$ cat config.mk
export PLATFORM = sky130hd
export DESIGN_NAME = chip8_fetch_flat
export DESIGN_NICKNAME = d
export VERILOG_FILES = /design/src/rtl/chip8_fetch_if.sv /design/src/rtl/chip8_fetch.sv /design/src/flat_wrapper.sv
export SDC_FILE = /design/constraint.sdc
export NUM_CORES = 1
export LEC_CHECK = 0
export CAP_MARGIN = 10
export CORE_ASPECT_RATIO = 0.9
export CORE_MARGIN = 2
export CORE_UTILIZATION = 47
export CTS_CLUSTER_DIAMETER = 50
export DETAILED_ROUTE_END_ITERATION = 10
export PLACE_DENSITY = 0.86
export SETUP_SLACK_MARGIN = 0.3
export SYNTH_ARGS = -nofsm -noshare
export SYNTH_HDL_FRONTEND = slang
export SYNTH_SLANG_ARGS = --single-unit
$ cat constraint.sdc
create_clock -name clk -period 2.16 [get_ports clk]
set_clock_uncertainty 0.2 [all_clocks]
set_input_delay 0.216 -clock clk [delete_from_list [all_inputs] [get_ports clk]]
set_output_delay 0.216 -clock clk [all_outputs]
set_load 0.05 [all_outputs]
$ cat src/rtl/chip8_fetch_if.sv
// Fetch-stage bus: byte read port toward Chip8_memory, opcode handshake toward
// the decoder, and the PC redirect path from execute.
interface chip8_fetch_if #(
  parameter int ADDR_W = 12
);
  logic              reen;
  logic [ADDR_W-1:0] read_addr;
  logic [7:0]        read_data;
  logic              read_ack;
  logic              op_valid;
  logic              op_ready;
  logic [15:0]       opcode;
  logic [ADDR_W-1:0] op_pc;
  logic              pc_load;
  logic [ADDR_W-1:0] pc_load_addr;
  logic              fault;

  modport master (
    output reen, read_addr, op_valid, opcode, op_pc, fault,
    input  read_data, read_ack, op_ready, pc_load, pc_load_addr
  );

  modport slave (
    input  reen, read_addr, op_valid, opcode, op_pc, fault,
    output read_data, read_ack, op_ready, pc_load, pc_load_addr
  );
endinterface

$ cat src/rtl/chip8_fetch.sv
// CHIP-8 fetch stage: two byte reads per instruction, big-endian opcode out.
// Optional odd-PC sticky fault enabled by CHIP8_FETCH_ODD_PC_FAULT_EN.
module chip8_fetch #(
  parameter int                ADDR_W   = 12,
  parameter logic [ADDR_W-1:0] RESET_PC = 'h200
) (
  input logic          clk,
  input logic          rst,
  chip8_fetch_if.master bus
);
  typedef enum logic [2:0] {
    FETCH_HI, WAIT_HI, FETCH_LO, WAIT_LO, VALID, DRAIN
  } state_t;

  localparam logic [ADDR_W-1:0] ONE = ADDR_W'(1);
  localparam logic [ADDR_W-1:0] TWO = ADDR_W'(2);

  state_t            state;
  logic [ADDR_W-1:0] pc;
  logic [ADDR_W-1:0] read_addr_q;
  logic              reen_q;
  logic [7:0]        hi;
  logic              op_valid_q;
  logic [15:0]       opcode_q;
  logic [ADDR_W-1:0] op_pc_q;

  // reen_q is loaded on the edge that enters a FETCH state so the request is
  // on the bus during that state; a same-cycle redirect masks it.
  assign bus.reen      = reen_q & ~bus.pc_load;
  assign bus.read_addr = read_addr_q;
  assign bus.op_valid  = op_valid_q;
  assign bus.opcode    = opcode_q;
  assign bus.op_pc     = op_pc_q;

  always_ff @(posedge clk or posedge rst) begin
    if (rst) begin
      state       <= FETCH_HI;
      pc          <= RESET_PC;
      reen_q      <= 1'b0;
      read_addr_q <= '0;
      hi          <= '0;
      op_valid_q  <= 1'b0;
      opcode_q    <= '0;
      op_pc_q     <= '0;
    end else if (bus.pc_load) begin
      pc         <= bus.pc_load_addr;
      op_valid_q <= 1'b0;
      if ((state == WAIT_HI || state == WAIT_LO || state == DRAIN) && !bus.read_ack) begin
        state  <= DRAIN;
        reen_q <= 1'b0;
      end else begin
        state       <= FETCH_HI;
        reen_q      <= 1'b1;
        read_addr_q <= bus.pc_load_addr;
      end
    end else begin
      unique case (state)
        FETCH_HI: begin
          // First cycle out of reset has no request armed yet: arm it here.
          if (reen_q) begin
            state  <= WAIT_HI;
            reen_q <= 1'b0;
          end else begin
            reen_q      <= 1'b1;
            read_addr_q <= pc;
          end
        end
        WAIT_HI: if (bus.read_ack) begin
          hi          <= bus.read_data;
          state       <= FETCH_LO;
          reen_q      <= 1'b1;
          read_addr_q <= pc + ONE;
        end
        FETCH_LO: begin
          state  <= WAIT_LO;
          reen_q <= 1'b0;
        end
        WAIT_LO: if (bus.read_ack) begin
          opcode_q   <= {hi, bus.read_data};
          op_pc_q    <= pc;
          op_valid_q <= 1'b1;
          state      <= VALID;
        end
        VALID: if (bus.op_ready) begin
          op_valid_q  <= 1'b0;
          pc          <= pc + TWO;
          state       <= FETCH_HI;
          reen_q      <= 1'b1;
          read_addr_q <= pc + TWO;
        end
        DRAIN: if (bus.read_ack) begin
          state       <= FETCH_HI;
          reen_q      <= 1'b1;
          read_addr_q <= pc;
        end
        default: begin
          state  <= FETCH_HI;
          reen_q <= 1'b0;
        end
      endcase
    end
  end

`ifdef CHIP8_FETCH_ODD_PC_FAULT_EN
  logic fault_q;
  always_ff @(posedge clk or posedge rst) begin
    if (rst)                          fault_q <= 1'b0;
    else if (state == FETCH_HI && pc[0]) fault_q <= 1'b1;
  end
  assign bus.fault = fault_q;
`else
  assign bus.fault = 1'b0;
`endif
endmodule

$ cat src/flat_wrapper.sv
// flat-port wrapper written by rule: the top's interface ports become plain ports
module chip8_fetch_flat 
#(
  parameter int                ADDR_W   = 12,
  parameter logic [ADDR_W-1:0] RESET_PC = 'h200
)
  (clk, rst, bus_reen, bus_read_addr, bus_op_valid, bus_opcode, bus_op_pc, bus_fault, bus_read_data, bus_read_ack, bus_op_ready, bus_pc_load, bus_pc_load_addr);
  chip8_fetch_if #(.ADDR_W(ADDR_W)) bus_i ();
  input logic clk;
  input logic rst;
  output wire logic [$bits(bus_i.reen)-1:0] bus_reen;
  output wire logic [$bits(bus_i.read_addr)-1:0] bus_read_addr;
  output wire logic [$bits(bus_i.op_valid)-1:0] bus_op_valid;
  output wire logic [$bits(bus_i.opcode)-1:0] bus_opcode;
  output wire logic [$bits(bus_i.op_pc)-1:0] bus_op_pc;
  output wire logic [$bits(bus_i.fault)-1:0] bus_fault;
  input wire logic [$bits(bus_i.read_data)-1:0] bus_read_data;
  input wire logic [$bits(bus_i.read_ack)-1:0] bus_read_ack;
  input wire logic [$bits(bus_i.op_ready)-1:0] bus_op_ready;
  input wire logic [$bits(bus_i.pc_load)-1:0] bus_pc_load;
  input wire logic [$bits(bus_i.pc_load_addr)-1:0] bus_pc_load_addr;
  assign bus_reen = bus_i.reen;
  assign bus_read_addr = bus_i.read_addr;
  assign bus_op_valid = bus_i.op_valid;
  assign bus_opcode = bus_i.opcode;
  assign bus_op_pc = bus_i.op_pc;
  assign bus_fault = bus_i.fault;
  assign bus_i.read_data = bus_read_data;
  assign bus_i.read_ack = bus_read_ack;
  assign bus_i.op_ready = bus_op_ready;
  assign bus_i.pc_load = bus_pc_load;
  assign bus_i.pc_load_addr = bus_pc_load_addr;
  chip8_fetch #(.ADDR_W(ADDR_W), .RESET_PC(RESET_PC)) u_core (.clk(clk), .rst(rst), .bus(bus_i));
endmodule
==> results.md <==
* Status: completed
* Critical Path Source Type: flop
* Final slew viol count at 0
* Vias in the first global route at 3177
* Fin crit share at 98.3%
* Final Core Density at 75.6%
* Antenna viol nets, final at 0
* DR vias at 3092
* Crit-path max FO at 4
* Crit path time final at 2.12 ns
* Total gr overflow at 0
* Die Y at 84.6 µm
* Longest Clk Path Bufs at 2
* Fmax at 471 MHz
* Crit Path Class: reg -> reg
* Nets at 448
* Via density at 5.96
* RSZ-0062 raised after global routing: true
* Leak pwr at 2.38 nW
* Number of max-cap violations at 0
* Post-synth EDFFs at 0
* Num ports at 68
* Routed wire per std cell at 22.0 µm
* Syn Area/Cell at 11.0 µm²
* CP arrival at 2.21 ns
* Unique masters post-synth at 55
* GPL Wtd Cong at 0.877
* Initial antenna violation count at 0
* Rows at 29
* Area Overhead vs Synth at 56.2%
* Port bufs at 66
* CTS tree: yes
* Rel. slew slack at 53.9%
* Root buf cell: clkbuf_8
* Die Wd at 93.5 µm
* Post-synthesis cell count at 307
* DP Wirelength at 6070 µm
* CTS Buf Count at 9
* Pin count of the biggest net entering global routing at 66
* Number of antenna diodes at 0
* Final setup TNS at 0 ns
* Mapped Area at 3390 µm²
* Hold Path Class: in -> async
* Clock transition at path regs at 0.08 ns
* Starting Density at 48.4%
* Layout cell share with drive strength beyond 1 at 41.5%
* Post-synthesis sequential area ratio at 48.0%
* FFs w/ async S/R, synth at 100%
* Setup-failing EPs final at 0
* GRT Overall Usage at 27.4%
* Clk sinks at 65
* Drt pass-1 iters at 5
* First-pass GRT wire length at 16500 µm
* Final hold vios at 0
* CORE AREA at 7000 µm²
* Latest clock arrival within the worst-skew pair at 0.37 ns
* CP Capture Type: flop
* WP data required at 2.24 ns
* Top FF cell, synth: dfrtp_1
* Remaining DRCs at 0
* VDD IR max at 1050 µV
* Yosys reg bits at 65
* H-tree depth at 3
* DIE AREA at 7910 µm²
* Yosys Warn Count at 0
* Actual slew at the worst max-slew pin at 0.686 ns
* Final wirelength at 11400 µm
* Syn nets at 334
* PwrDens at 1380 nW/µm²
* Number of DRC markers in iteration 0 at 277
==> what timing repair did <==
item / CTS / global route
cloned: 4 / 0
hold buffers: 0 / 0
hold endpoints to repair: 0 / 0
buffers inserted: 16 / 6
gates resized for setup: 112 / 47
setup endpoints to repair: 96 / 60
pin swaps: 24 / 18
==> routing by layer <==
metal,GRT usage (%),vias up,part of all wire [%]
met4,11.5,0,3.8
met3,6.10,44,7.1
met5,0,-,0
met1,33.8,1553,38
li1,-,1323,-
met2,46.3,172,51
==> stage by stage <==
| stage | cell area [µm²] | hold WS (ns) | setup slack (ns) | power, mW | std cells |
|---|---|---|---|---|---|
| 2_1_floorplan | 3430 | 0.133 | 0.102 | 4.16 | 307 |
| 3_3_place_gp | 4380 | 0.273 | 0.0129 | 5.24 | 477 |
| 3_5_place_dp | 4380 | 0.286 | -0.0631 | 5.33 | 477 |
| 4_1_cts | 5050 | 0.141 | 0.133 | 6.88 | 513 |
| 5_1_grt | 5300 | 0.135 | -0.0339 | 7.58 | 519 |
| 6_report | 5300 | 0.107 | 0.0377 | 7.31 | 519 |
==> registers in the layout, summed over array words and instances, names as in the netlist <==
name and cells:
u_core.bus.op_pc 12, u_core.bus.op_valid 1, u_core.bus.opcode 16, u_core.bus.read_addr 12, u_core.hi 8, u_core.pc 12
u_core.reen_q 1, u_core.state 3
==> Yosys cell counts (4+ instances only) <==
cell type | number | area [µm²]
inv_1 | 4 | 15.0
xnor2_1 | 14 | 123
nor2_1 | 13 | 48.8
nor2b_1 | 6 | 37.5
xor2_1 | 7 | 61.3
mux2_2 | 41 | 462
nand2b_1 | 4 | 25.0
dfrtp_1 | 64 | 1600
nand3_1 | 6 | 30.0
buf_2 | 12 | 60.1
nor3b_1 | 5 | 37.5
clkbuf_1 | 5 | 18.8
a21oi_1 | 11 | 55.1
nand2_1 | 20 | 75.1
nor3_1 | 8 | 40.0
o21ai_0 | 18 | 90.1
mux2i_1 | 6 | 60.1
==> kinds of logic after synthesis <==
kind of cell    Yosys count  synth area share [%]
simple gates             83                  14.1
flops                    65                  48.0
compound gates           58                  11.5
mux                      48                  15.7
buf+inv                  29                  4.43
xor+xnor                 21                  5.42
fa+ha+maj                 2                 0.738
other cells               1                 0.111
==> final timing paths <==
kind	from	end	slack, ns	depth (start not counted)
max in group asynchronous	rst	u_core.pc[9]	1.33	3
min in group clk	bus_pc_load_addr[9]	u_core.pc[9]	0.25	3
worst min-delay path	rst	u_core.bus.opcode[13]	0.11	3
worst max register to register	u_core.pc[1]	u_core.bus.read_addr[10]	0.04	6
worst max-delay path	u_core.pc[1]	u_core.bus.read_addr[10]	0.04	6
worst min register to register	u_core.bus.read_addr[7]	u_core.bus.read_addr[7]	0.31	2
==> final cells by class <==
cell class,instances,area [µm²]
Multi-Input combinational cell,213,2010
Fill cell,416,1710
Sequential cell,65,1630
Timing Repair Buffer,128,1270
Clock inverter,7,125
Clock buffer,9,124
Tap cell,93,116
Inverter,4,22.5
==> cells in the final DEF, fill, tap and decap left out, types with 4 or more instances in the layout <==
| cell type | synthesis | layout |
|---|---|---|
| a21oi_1 | 11 | 4 |
| a21oi_2 | 0 | 6 |
| buf_12 | 0 | 6 |
| buf_4 | 3 | 38 |
| buf_6 | 2 | 13 |
| clkbuf_8 | 0 | 9 |
| clkdlybuf4s50_1 | 0 | 24 |
| dfrtp_1 | 64 | 60 |
| dfrtp_2 | 0 | 4 |
| dlygate4sd2_1 | 0 | 41 |
| mux2_2 | 41 | 10 |
| mux2_4 | 0 | 32 |
| mux2i_1 | 6 | 6 |
| nand2_1 | 20 | 17 |
| nand2b_1 | 4 | 4 |
| nand3_1 | 6 | 4 |
| nor2_1 | 13 | 10 |
| nor2b_1 | 6 | 4 |
| nor3_1 | 8 | 5 |
| o21ai_0 | 18 | 8 |
| o21ai_1 | 1 | 10 |
| or3b_4 | 0 | 4 |
| xnor2_1 | 14 | 13 |
| xor2_1 | 7 | 7 |
==> worst max-delay path: stages (launching register included) <==
cell	delay, ns
dfrtp_2	0.42
ha_2	0.21
nand3_2	0.15
nor4_4	0.34
mux2_4	0.33
o221a_2	0.28
o21ai_1	0.13
==> where the power goes <==
part | switching (mW) | total (mW) | internal [mW]
Sequential | 0.320 | 1.99 | 1.67
Combinational | 2.34 | 4.00 | 1.66
Clock | 0.547 | 1.33 | 0.779
Total | 3.21 | 7.31 | 4.10
Note: power is estimated with default switching activity, not from simulation.
